**config.mk**
```make
export PLATFORM = sky130hd
export DESIGN_NAME = reg4_bank
export DESIGN_NICKNAME = d
export VERILOG_FILES = /design/src/rtl/hack_pkg.sv /design/src/rtl/reg4_bank_mux4way16.sv /design/src/rtl/reg4_bank.sv
export SDC_FILE = /design/constraint.sdc
export NUM_CORES = 1
export LEC_CHECK = 0
export CAP_MARGIN = 20
export CELL_PAD_IN_SITES_DETAIL_PLACEMENT = 0
export CELL_PAD_IN_SITES_GLOBAL_PLACEMENT = 2
export CORE_MARGIN = 2
export CORE_UTILIZATION = 34
export DETAILED_ROUTE_END_ITERATION = 8
export PLACE_DENSITY = 0.8
export SETUP_SLACK_MARGIN = 0.05
export SLEW_MARGIN = 15
export SYNTH_ARGS = -nofsm -noshare
export SYNTH_HDL_FRONTEND = slang
export SYNTH_SLANG_ARGS = --single-unit
```
**constraint.sdc**
```tcl
create_clock -name clk -period 2 [get_ports clk]
set_input_delay 0.4 -clock clk [delete_from_list [all_inputs] [get_ports clk]]
set_output_delay 0.4 -clock clk [all_outputs]
set_load 0.03 [all_outputs]
```
**src/rtl/hack_pkg.sv**
```systemverilog
// Shared definitions for the Hack RAM4 building block: word width, bank depth
// and the clear-sweep FSM state encoding.
package hack_pkg;

  localparam int WORD_W     = 16;
  localparam int BANK_DEPTH = 4;
  localparam int ADDR_W     = 2;

  typedef enum logic {
    ST_IDLE  = 1'b0,
    ST_CLEAR = 1'b1
  } state_t;

endpackage

```
**src/rtl/reg4_bank_mux4way16.sv**
```systemverilog
// Hack 4-way 16-bit selector: out = a/b/c/d for sel = 0/1/2/3.
import hack_pkg::*;

module mux4way16 (
  input  logic [WORD_W-1:0] a_i,
  input  logic [WORD_W-1:0] b_i,
  input  logic [WORD_W-1:0] c_i,
  input  logic [WORD_W-1:0] d_i,
  input  logic [1:0]        sel_i,
  output logic [WORD_W-1:0] out_o
);

  // Pure combinational select, no storage.
  always_comb begin
    out_o = a_i;
    case (sel_i)
      2'd0: out_o = a_i;
      2'd1: out_o = b_i;
      2'd2: out_o = c_i;
      2'd3: out_o = d_i;
      default: out_o = a_i;
    endcase
  end

endmodule

```
**src/rtl/reg4_bank.sv**
```systemverilog
// Four-word register bank (Hack RAM4) with a valid/ready write port, a
// four-cycle clear sweep, per-word valid tracking and a wrapping write count.
//
// Write handshake: a write is accepted at a rising edge when
// wr_valid & wr_ready are both high. wr_ready is low only while the clear
// sweep runs; the requester holds wr_valid/wr_addr/wr_data stable until
// it is accepted. Reads are combinational with no write bypass.
import hack_pkg::*;

module reg4_bank #(
  parameter int WIDTH = 16,  // only 16 is legal: the read path is mux4way16
  parameter int CNT_W = 16
) (
  input  logic              clk,
  input  logic              rst_n,
  input  logic              wr_valid,
  output logic              wr_ready,
  input  logic [1:0]        wr_addr,
  input  logic [WIDTH-1:0]  wr_data,
  input  logic [1:0]        rd_addr,
  output logic [WIDTH-1:0]  rd_data,
  output logic              rd_valid,
  input  logic              clr_req,
  output logic              busy,
  output logic [3:0]        valid_mask,
  output logic [CNT_W-1:0]  wr_count,
  output state_t            dbg_state
);

  logic [WIDTH-1:0]      mem_q [BANK_DEPTH];
  logic [WIDTH-1:0]      mem_d [BANK_DEPTH];
  logic [BANK_DEPTH-1:0] valid_q, valid_d;
  logic [CNT_W-1:0]      cnt_q, cnt_d;
  state_t                state_q, state_d;
  logic [ADDR_W-1:0]     idx_q, idx_d;
  logic                  wr_fire;

  assign busy       = (state_q == ST_CLEAR);
  assign wr_ready   = !busy;
  assign wr_fire    = wr_valid & wr_ready;
  assign valid_mask = valid_q;
  assign wr_count   = cnt_q;
  assign rd_valid   = valid_q[rd_addr];
  assign dbg_state  = state_q;

  // Read path: Hack selector over the four stored words.
  mux4way16 u_rd_mux (
    .a_i   (mem_q[0]),
    .b_i   (mem_q[1]),
    .c_i   (mem_q[2]),
    .d_i   (mem_q[3]),
    .sel_i (rd_addr),
    .out_o (rd_data)
  );

  // Next state: accepted write commits first; a sweep step clears one word per cycle.
  always_comb begin
    mem_d   = mem_q;
    valid_d = valid_q;
    cnt_d   = cnt_q;
    state_d = state_q;
    idx_d   = idx_q;

    // Writes can only fire in IDLE, so they never collide with a sweep step.
    if (wr_fire) begin
      mem_d[wr_addr]   = wr_data;
      valid_d[wr_addr] = 1'b1;
      cnt_d            = cnt_q + CNT_W'(1);
    end

    case (state_q)
      ST_IDLE: begin
        // Level-sensitive: a held clr_req restarts a sweep after each one ends.
        if (clr_req) begin
          state_d = ST_CLEAR;
          idx_d   = '0;
        end
      end
      ST_CLEAR: begin
        // clr_req is ignored here; the sweep always runs exactly four cycles.
        mem_d[idx_q]   = '0;
        valid_d[idx_q] = 1'b0;
        idx_d          = idx_q + ADDR_W'(1);
        if (idx_q == ADDR_W'(BANK_DEPTH - 1)) begin
          state_d = ST_IDLE;
        end
      end
      default: state_d = ST_IDLE;
    endcase
  end

  // State registers; reset aborts any sweep and wipes all contents.
  always_ff @(posedge clk or negedge rst_n) begin
    if (!rst_n) begin
      for (int i = 0; i < BANK_DEPTH; i++) begin
        mem_q[i] <= '0;
      end
      valid_q <= '0;
      cnt_q   <= '0;
      state_q <= ST_IDLE;
      idx_q   <= '0;
    end else begin
      mem_q   <= mem_d;
      valid_q <= valid_d;
      cnt_q   <= cnt_d;
      state_q <= state_d;
      idx_q   <= idx_d;
    end
  end

endmodule

```
==> impl_metrics.ini, run 1 <==
[yosys]
yosys.area.top_type = dfrtp_1
syn_avg_cell_area_sq_um = 10.17
yosysMostFrequentCell = nand2_1
mappedNetlistArea_sq_um = 4068
synth_ff_type = dfrtp_1
ys_top_cells_by_area = dfrtp_1, nand2_1, mux4_2
ys_types = 31
synthTopCellsByCount = nand2_1, dfrtp_1, a21oi_1
syn_nets = 429
synth_edf_count = 0
ys_seq_area_share_pct = 53.52
synthArstFlopShare_pct = 100.0
ys_ff_latch = 87
ys_warn_count = 0
syn_inst = 400
synth_top_area_share_pct = 53.52

[sta]
final.setup.worst_slack_ns = 0.08730
period_needed_ns = 1.913
min_period_over_period_pct = 95.63
finalSetupTns_ns = 0
tightest_slew_ns = 0.4138
finalHoldViolCount = 0
max_freq_mhz = 522.8
relSlewSlack_pct = 72.41
rsz0062_at_grt = no
clock_skew_ns = 0.005306
maxSlewViolCount = 0
setup_viol = 0

[floorplan]
initial_core_util_pct = 35.17
dieArea_sq_um = 12860
design.core.area_sq_um = 11560
die_w_um = 113.4
die_y_um = 113.4
placementRows = 39
ios = 64

[finish]
fin_nets = 505
syn2layout_area_growth_pct = 32.88
antennaDiodeCount = 0
finalInstanceArea_sq_um = 5405
drive_above_1_share_pct = 17.67
fillerInstances = 1105

[worst_setup_path]
crit_chain = clkdlybuf4s50_1
cpPeakStageDelay_ns = 0.71
cp.required_ns = 1.60
crit_path_end_kind = output port
path_buf_inv = 1
reg2reg_slack_ns = 0.42
start_kind = flip-flop
r2r-start = wr_count[7]
path_class = flip-flop to output port
crit_fanout = 6
critPathArrivalTime_ns = 1.51
cp_top_family = buffers and inverters
critPathSlowestCell = clkdlybuf4s50_1
crit_path_start = wr_count[4]

[drt]
wl_met3_um = 435
met2_length_um = 5084
wl_um = 11070
drt-pass1-iter-count = 5
drt-met1-wl_um = 5394
drc = 0
wire_per_inst_um = 17.74
routed_via_density = 5.014
drtAntennaViolNets = 0
initialDrtViolationCount = 192
top_layer = met4
vias = 3129

[power]
switching_share_pct = 36.01
seq_power_share_pct = 39.4
p_int_w = 0.004198
power_frac_clock_pct = 25.8
pwr-share-comb_pct = 34.7
ir_drop_mv = 0.5747
power_density_nw_per_um2 = 1214
leakage_nw = 2.378
power.switching_w = 0.002362

[grt]
globalRouteTotalUtil_pct = 18.35
grt_pass1_vias = 3246
grt_antenna_before_repair = 0
grt_pass1_wl_um = 17940
grt.overflow.total = 0
grt_max_degree = 42

[clocking]
cts_buffer_depth = 2
path_clk_slew_ns = 0.06
ctsRootBufferMaster = clkbuf_16
cts_sinks = 87
insertion_delay_ns = 0.34
h-tree-depth = 3
cts_tree = done
postCtsSetupBuffers = 0
cts_buffers = 9

[worst_hold_path]
hold_path_class = flip-flop to flip-flop
worstHoldStart = wr_count[15]

[run_status]
status = finished clean

[place]
globalplace.congestion = 0.7271
io_buffer_count = 63
place_hpwl_um = 7101
pre_cts_slack_ns = -0.6010
placed_cell_area_sq_um = 5034

[flow_run]
maxCapViolations = 0
[routing by layer]
metal,GRT usage (%),vias to the layer above
li1,-,1492
met1,25.71,1567
met2,28.42,60
met3,5.154,10
met4,4.634,0
met5,0,-
[cell families (layout without fill, tap and decap cells)]
group           Yosys count  after routing  synth area share [%]
xor+xnor                 15             15                 3.230
compound gates           66             66                 8.182
buf+inv                  32            113                 4.337
fa+ha+maj                 5              5                 1.538
flops                    87             87                 53.52
mux                      18             18                 9.659
simple gates            177            177                 19.53
[metrics by stage]
stage | instances | total power (W) | hold WS, ns | util, %
6_report | 624 | 0.006560 | 0.4713 | 46.74
3_3_place_gp | 605 | 0.004897 | 0.3693 | 43.52
3_5_place_dp | 605 | 0.004944 | 0.3663 | 43.52
4_1_cts | 624 | 0.006664 | 0.4801 | 46.69
5_1_grt | 624 | 0.006967 | 0.5039 | 46.74
2_1_floorplan | 400 | 0.003964 | 0.1044 | -
[worst paths after layout]
path | endpoint | cells after the start
setup / recovery | wr_count[4] | 1
hold / removal | wr_count[15] | 1
setup reg to reg | wr_count[12] | 5
hold reg to reg | wr_count[15] | 1
max in group asynchronous | idx_q[0] | 3
min in group asynchronous | mem_q[42] | 2
[cells in the final DEF, fill, tap and decap left out, types with 2 or more instances in the layout]
master	instances
nand3_1	7
a21oi_1	64
nand2_1	138
nor3b_4	2
buf_12	11
nand3b_1	2
and3_1	2
inv_1	4
dfrtp_1	87
and2_1	4
buf_6	5
nor2_1	10
clkbuf_16	9
clkdlybuf4s50_1	39
buf_2	6
clkinv_2	2
ha_1	5
xnor2_1	12
mux4_2	17
clkdlybuf4s15_2	3
xor2_1	3
nand4_1	4
buf_4	20
dlygate4sd2_1	2
dlymetal6s2s_1	3
[state kept, by name, indices dropped and copies added (netlist names)]
| register | flops |
|---|---|
| busy | 1 |
| idx_q | 2 |
| mem_q | 64 |
| valid_mask | 4 |
| wr_count | 16 |
[cell type report]
cell class                      instances  area [sq um]  share of cell area (%)
Clock inverter                          5         56.30                   1.042
Sequential cell                        87          2177                   40.28
Inverter                                4         15.01                  0.2778
Timing Repair Buffer                   93          1021                   18.89
Tap cell                              143         178.9                   3.310
Multi-Input combinational cell        281          1714                   31.71
Clock buffer                           11         242.7                   4.491
[what timing repair did]
item / 4_1_cts / 5_1_grt
endpoints found under the setup margin: 18 / 8
endpoints found under the hold margin: 27 / 0
pin swaps: 0 / 0
gates resized for setup: 51 / 6
cloned: 2 / 0
hold buffers: 1 / 0
[power by group through the flow]
stage                     sequential, W  combinational, W  clock [W]
after floorplan                 0.00269           0.00127          0
after global placement          0.00261           0.00229          0
after detailed placement        0.00262           0.00232          0
after CTS                       0.00259           0.00232    0.00176
after global routing            0.00265           0.00248    0.00183
final                           0.00258           0.00228    0.00170
(Power assumes the default switching activity.)
==> run 2, diff against run 1 <==
--- a/config.mk
+++ b/config.mk
@@ -5,13 +5,13 @@
 export SDC_FILE = /design/constraint.sdc
 export NUM_CORES = 1
 export LEC_CHECK = 0
-export CAP_MARGIN = 20
+export CAP_MARGIN = 0
 export CELL_PAD_IN_SITES_DETAIL_PLACEMENT = 0
 export CELL_PAD_IN_SITES_GLOBAL_PLACEMENT = 2
 export CORE_MARGIN = 2
-export CORE_UTILIZATION = 34
+export CORE_UTILIZATION = 31
 export DETAILED_ROUTE_END_ITERATION = 8
-export PLACE_DENSITY = 0.8
+export PLACE_DENSITY = 0.77
 export SETUP_SLACK_MARGIN = 0.05
 export SLEW_MARGIN = 15
 export SYNTH_ARGS = -nofsm -noshare
==> constraint.sdc (replaced) <==
create_clock -name clk -period 1.55 [get_ports clk]
set_input_delay 0.31 -clock clk [delete_from_list [all_inputs] [get_ports clk]]
set_output_delay 0.31 -clock clk [all_outputs]
set_load 0.03 [all_outputs]
==> run 2 against run 1 <==
Effect of this change:
- the run now ends with negative setup slack left
- sequential power up 28%
- flip-flop and latch count unchanged
- count of clock-buffer cells in the layout unchanged
- clock power rose by 18%
- first-iteration DRC count down 5.7%
- largest cell class unchanged
- largest power group is now combinational logic
- highest routed layer unchanged
==> impl_metrics.ini, run 2 (same netlist as run 1, synthesis figures left out) <==
[worst_hold_path]
hold_path_class = input port to asynchronous set/reset pin

[flow_run]
maxCapViolations = 0

[sta]
min_period_over_period_pct = 111.7
period_needed_ns = 1.731
setup_viol = 20
rsz0062_at_grt = yes
tightest_slew_ns = 0.4265
final.setup.worst_slack_ns = -0.1815
relSlewSlack_pct = 71.57
max_freq_mhz = 577.5
finalSetupTns_ns = -2.282
clock_skew_ns = 0.005735
finalHoldViolCount = 0
maxSlewViolCount = 0
hold_slack_ns = 0.4023

[worst_setup_path]
crit_fanout = 2
crit_path_end_kind = output port
crit_path_start = mem_q[1]
path_buf_inv = 1
path_class = flip-flop to output port
r2r-start = busy
critPathArrivalTime_ns = 1.42
cp_top_family = multiplexers
cp.required_ns = 1.24
critPathSlowestCell = mux4_2
crit_chain = mux4_2, buf_6
cpPeakStageDelay_ns = 0.52
start_kind = flip-flop

[power]
ir_drop_mv = 0.7417
power_density_nw_per_um2 = 1483
power.switching_w = 0.003336
p_int_w = 0.005541
pwr-share-comb_pct = 40.1
switching_share_pct = 37.58
leakage_nw = 2.738
seq_power_share_pct = 37.3
power_frac_clock_pct = 22.6

[floorplan]
die_y_um = 118.6
dieArea_sq_um = 14050
initial_core_util_pct = 31.97
placementRows = 41
die_w_um = 118.6
design.core.area_sq_um = 12720
ios = 64

[clocking]
path_clk_slew_ns = 0.06
cts_buffers = 9
ctsRootBufferMaster = clkbuf_16
insertion_delay_ns = 0.35
cts_sinks = 87
h-tree-depth = 3
cts_buffer_depth = 2
cts_tree = done

[grt]
grt_max_degree = 38
globalRouteTotalUtil_pct = 16.41
grt_pass1_vias = 3219
grt_antenna_before_repair = 0
grt.overflow.total = 0
grt_pass1_wl_um = 17670

[finish]
final_common_cell = nand2_1
final_util_pct = 47.05
most-common-layout-cells = nand2_1, dfrtp_1, buf_4, a21oi_2, a21oi_1
largest_register_ffs = 64
drive_above_1_share_pct = 38.16
antennaDiodeCount = 0
fillerInstances = 1255
fin_nets = 535
regMostFlops = mem_q
syn2layout_area_growth_pct = 47.15

[drt]
drtAntennaViolNets = 0
drt-pass1-iter-count = 4
routed_via_density = 4.780
initialDrtViolationCount = 181
wl_um = 11790
vias = 3265
drc = 0
wire_per_inst_um = 17.26

[place]
globalplace.congestion = 0.7556
place_hpwl_um = 7155
io_buffer_count = 63

[run_status]
violations = negative setup slack
status = finished, violations left
-- run 2: power groups by stage --
stage               combinational, W  clock, W  sequential (W)
floorplan                    0.00166         0         0.00347
global placement             0.00304         0         0.00332
detailed placement           0.00310         0         0.00334
CTS                          0.00320   0.00205         0.00330
global route                 0.00385   0.00214         0.00337
finish                       0.00356   0.00201         0.00331
-- run 2: cell type report --
class | count | area (sq um) | area share [%]
sequential | 87 | 2182 | 36.45
timing repair buffer | 123 | 1255 | 20.97
clock buffer | 11 | 232.7 | 3.888
inverter | 4 | 15.01 | 0.2508
multi-input combinational | 281 | 2052 | 34.28
tap | 172 | 215.2 | 3.595
clock inverter | 5 | 33.78 | 0.5644
-- run 2: worst register-to-register path, delay by kind of cell (launching register included) --
family                 cells  cell delay, ns
flip-flops                 1            0.44
AO/OA/AOI/OAI              1            0.14
buffers and inverters      3            0.47
AND/OR/NAND/NOR            3            0.46
-- run 2: final timing paths --
| kind | depth (start not counted) | slack [ns] | to |
|---|---|---|---|
| worst max-delay path | 2 | -0.18 | rd_data[1] |
| worst min-delay path | 2 | 0.40 | mem_q[56] |
| worst max register to register | 7 | -0.01 | mem_q[34] |
| worst min register to register | 1 | 0.48 | wr_count[15] |
| max in group asynchronous | 3 | 0.62 | busy |
| min in group clk | 4 | 0.43 | wr_count[0] |
-- run 2: metrics by stage --
stage	std cells	setup WS (ns)	power [W]	cell area (sq um)
floorplan	400	-0.1543	0.005131	4116
global placement	648	-0.8713	0.006361	5106
detailed placement	648	-0.8615	0.006438	5106
CTS	670	-0.1974	0.008547	5482
global route	683	-0.2130	0.009365	5986
finish	683	-0.1815	0.008876	5986
-- run 2: layer usage --
layer	vias to the layer above	wire [um]	global-route usage (%)
met3	13	619	5.550
met5	-	0	0
met4	0	138	4.390
met2	64	5724	25.83
li1	1548	-	-
met1	1640	5304	21.66
-- run 2: repair_timing --
action                     CTS  global route
resized for setup          107           109
setup endpoints to repair   41            81
hold endpoints to repair    20             0
pin swaps                    0            43
setup buffers                5             9
cloned                       0             4
hold buffers                 1             0
==> run 3, diff against run 2 <==
--- a/config.mk
+++ b/config.mk
@@ -12,6 +12,7 @@
 export CORE_UTILIZATION = 31
 export DETAILED_ROUTE_END_ITERATION = 8
 export PLACE_DENSITY = 0.77
+export RECOVER_POWER = 100
 export SETUP_SLACK_MARGIN = 0.05
 export SLEW_MARGIN = 15
 export SYNTH_ARGS = -nofsm -noshare
==> run 3 against run 2 <==
Effect of this change:
- die area stayed put
- highest routed layer unchanged
- worst setup slack better by 0.0085 ns
- power is 1.8% lower
- first-iteration DRC count is 20% lower
- the run still ends with negative setup slack left
==> impl_metrics.ini, run 3 (same netlist as run 1, synthesis figures left out) <==
[run_status]
status = finished, violations left
violations = negative setup slack

[drt]
wl_um = 11730
vias = 3258
drt-pass1-iter-count = 4
drtAntennaViolNets = 0
wire_per_inst_um = 17.17
initialDrtViolationCount = 145
drc = 0
routed_via_density = 4.770

[power]
power_density_nw_per_um2 = 1486
switching_share_pct = 37.95
ir_drop_mv = 0.7348
p_int_w = 0.005408
seq_power_share_pct = 37.8
pwr-share-comb_pct = 39.2
power_frac_clock_pct = 23.0
power.switching_w = 0.003307
leakage_nw = 2.675

[worst_setup_path]
cp.required_ns = 1.24
path_class = flip-flop to output port
reg2reg_slack_ns = -0.11
critPathSlowestCell = mux4_2
start_kind = flip-flop
crit_path_end_kind = output port
crit_fanout = 2
crit_chain = mux4_2, buf_6
critPathArrivalTime_ns = 1.41
cpPeakStageDelay_ns = 0.51

[sta]
finalSetupTns_ns = -4.240
tightest_slew_ns = 0.5937
clock_skew_ns = 0.007304
relSlewSlack_pct = 60.42
period_needed_ns = 1.723
final.setup.worst_slack_ns = -0.1730
maxSlewViolCount = 0
min_period_over_period_pct = 111.2
rsz0062_at_grt = yes
setup_viol = 69
max_freq_mhz = 580.4
finalHoldViolCount = 0
hold_slack_ns = 0.4761

[clocking]
cts_sinks = 87
ctsRootBufferMaster = clkbuf_16
path_clk_slew_ns = 0.06
insertion_delay_ns = 0.35
cts_tree = done
h-tree-depth = 3
cts_buffers = 9
cts_buffer_depth = 2

[finish]
most-common-layout-cells = nand2_1, dfrtp_1, buf_4, a21oi_2, a21oi_1
final_common_cell = nand2_1
syn2layout_area_growth_pct = 44.17
antennaDiodeCount = 0
regMostFlops = mem_q
drive_above_1_share_pct = 35.23
final_cells = 683
fin_nets = 535
largest_register_ffs = 64

[grt]
globalRouteTotalUtil_pct = 16.41
grt_pass1_wl_um = 17670
grt_antenna_before_repair = 0
grt_max_degree = 38
grt.overflow.total = 0
grt_pass1_vias = 3219

[place]
io_buffer_count = 63
dpl.cell_count = 648
pre_cts_slack_ns = -0.8615
globalplace.congestion = 0.7556
place_hpwl_um = 7155

[worst_hold_path]
hold_path_class = flip-flop to flip-flop

[floorplan]
dieArea_sq_um = 14050
design.core.area_sq_um = 12720
die_y_um = 118.6
initial_core_util_pct = 31.97
ios = 64
placementRows = 41
die_w_um = 118.6

[flow_run]
maxCapViolations = 0
==> run 3: power groups by stage <==
stage | logic [W] | clock network, W | registers [W]
after global placement | 0.00304 | 0 | 0.00332
after CTS | 0.00320 | 0.00205 | 0.00330
after floorplan | 0.00166 | 0 | 0.00347
after global routing | 0.00371 | 0.00214 | 0.00335
after detailed placement | 0.00310 | 0 | 0.00334
final | 0.00342 | 0.00201 | 0.00329
==> run 3: final cells by class <==
cell class | count | area, sq um
Tap cell | 172 | 215.2
Fill cell | 1272 | 6858
Clock buffer | 11 | 232.7
Inverter | 4 | 15.01
Sequential cell | 87 | 2181
Timing Repair Buffer | 123 | 1165
Multi-Input combinational cell | 281 | 2022
Clock inverter | 5 | 33.78
==> run 3: worst max-delay path, delay by kind of cell (launching register included) <==
family | cells | cell delay (ns)
mux | 1 | 0.51
flops | 1 | 0.39
buf+inv | 1 | 0.16
==> run 3: worst paths after layout <==
check,start,end,cells past startpoint
min,wr_count[15],wr_count[15],1
max in group asynchronous,rst_n,wr_count[4],3
max reg2reg,busy,mem_q[34],7
min in group asynchronous,rst_n,mem_q[55],2
max,mem_q[17],rd_data[1],2
min reg2reg,wr_count[15],wr_count[15],1
==> run 3: what timing repair did <==
item	CTS	global route
buffers inserted	5	9
endpoints found under the setup margin	41	81
hold buffers	1	0
cloned	0	4
pin swaps	0	43
gates resized for setup	107	109
hold endpoints to repair	20	0
==> run 3: routing by layer <==
metal  vias to the layer above  part of all wire (%)  GRT usage (%)
li1                       1547                     -              -
met1                      1620                    44          21.66
met2                        77                    49          25.83
met3                        14                   6.1          5.550
met4                         0                   1.2          4.390
met5                         -                     0              0
==> run 3: metrics by stage <==
stage                     cell area (sq um)  total power [W]  utilization, %
after floorplan                        4116         0.005131               -
after global routing                   5864         0.009204           46.10
after CTS                              5482         0.008547           43.09
after global placement                 5106         0.006361           40.14
after detailed placement               5106         0.006438           40.14
final                                  5864         0.008715           46.10
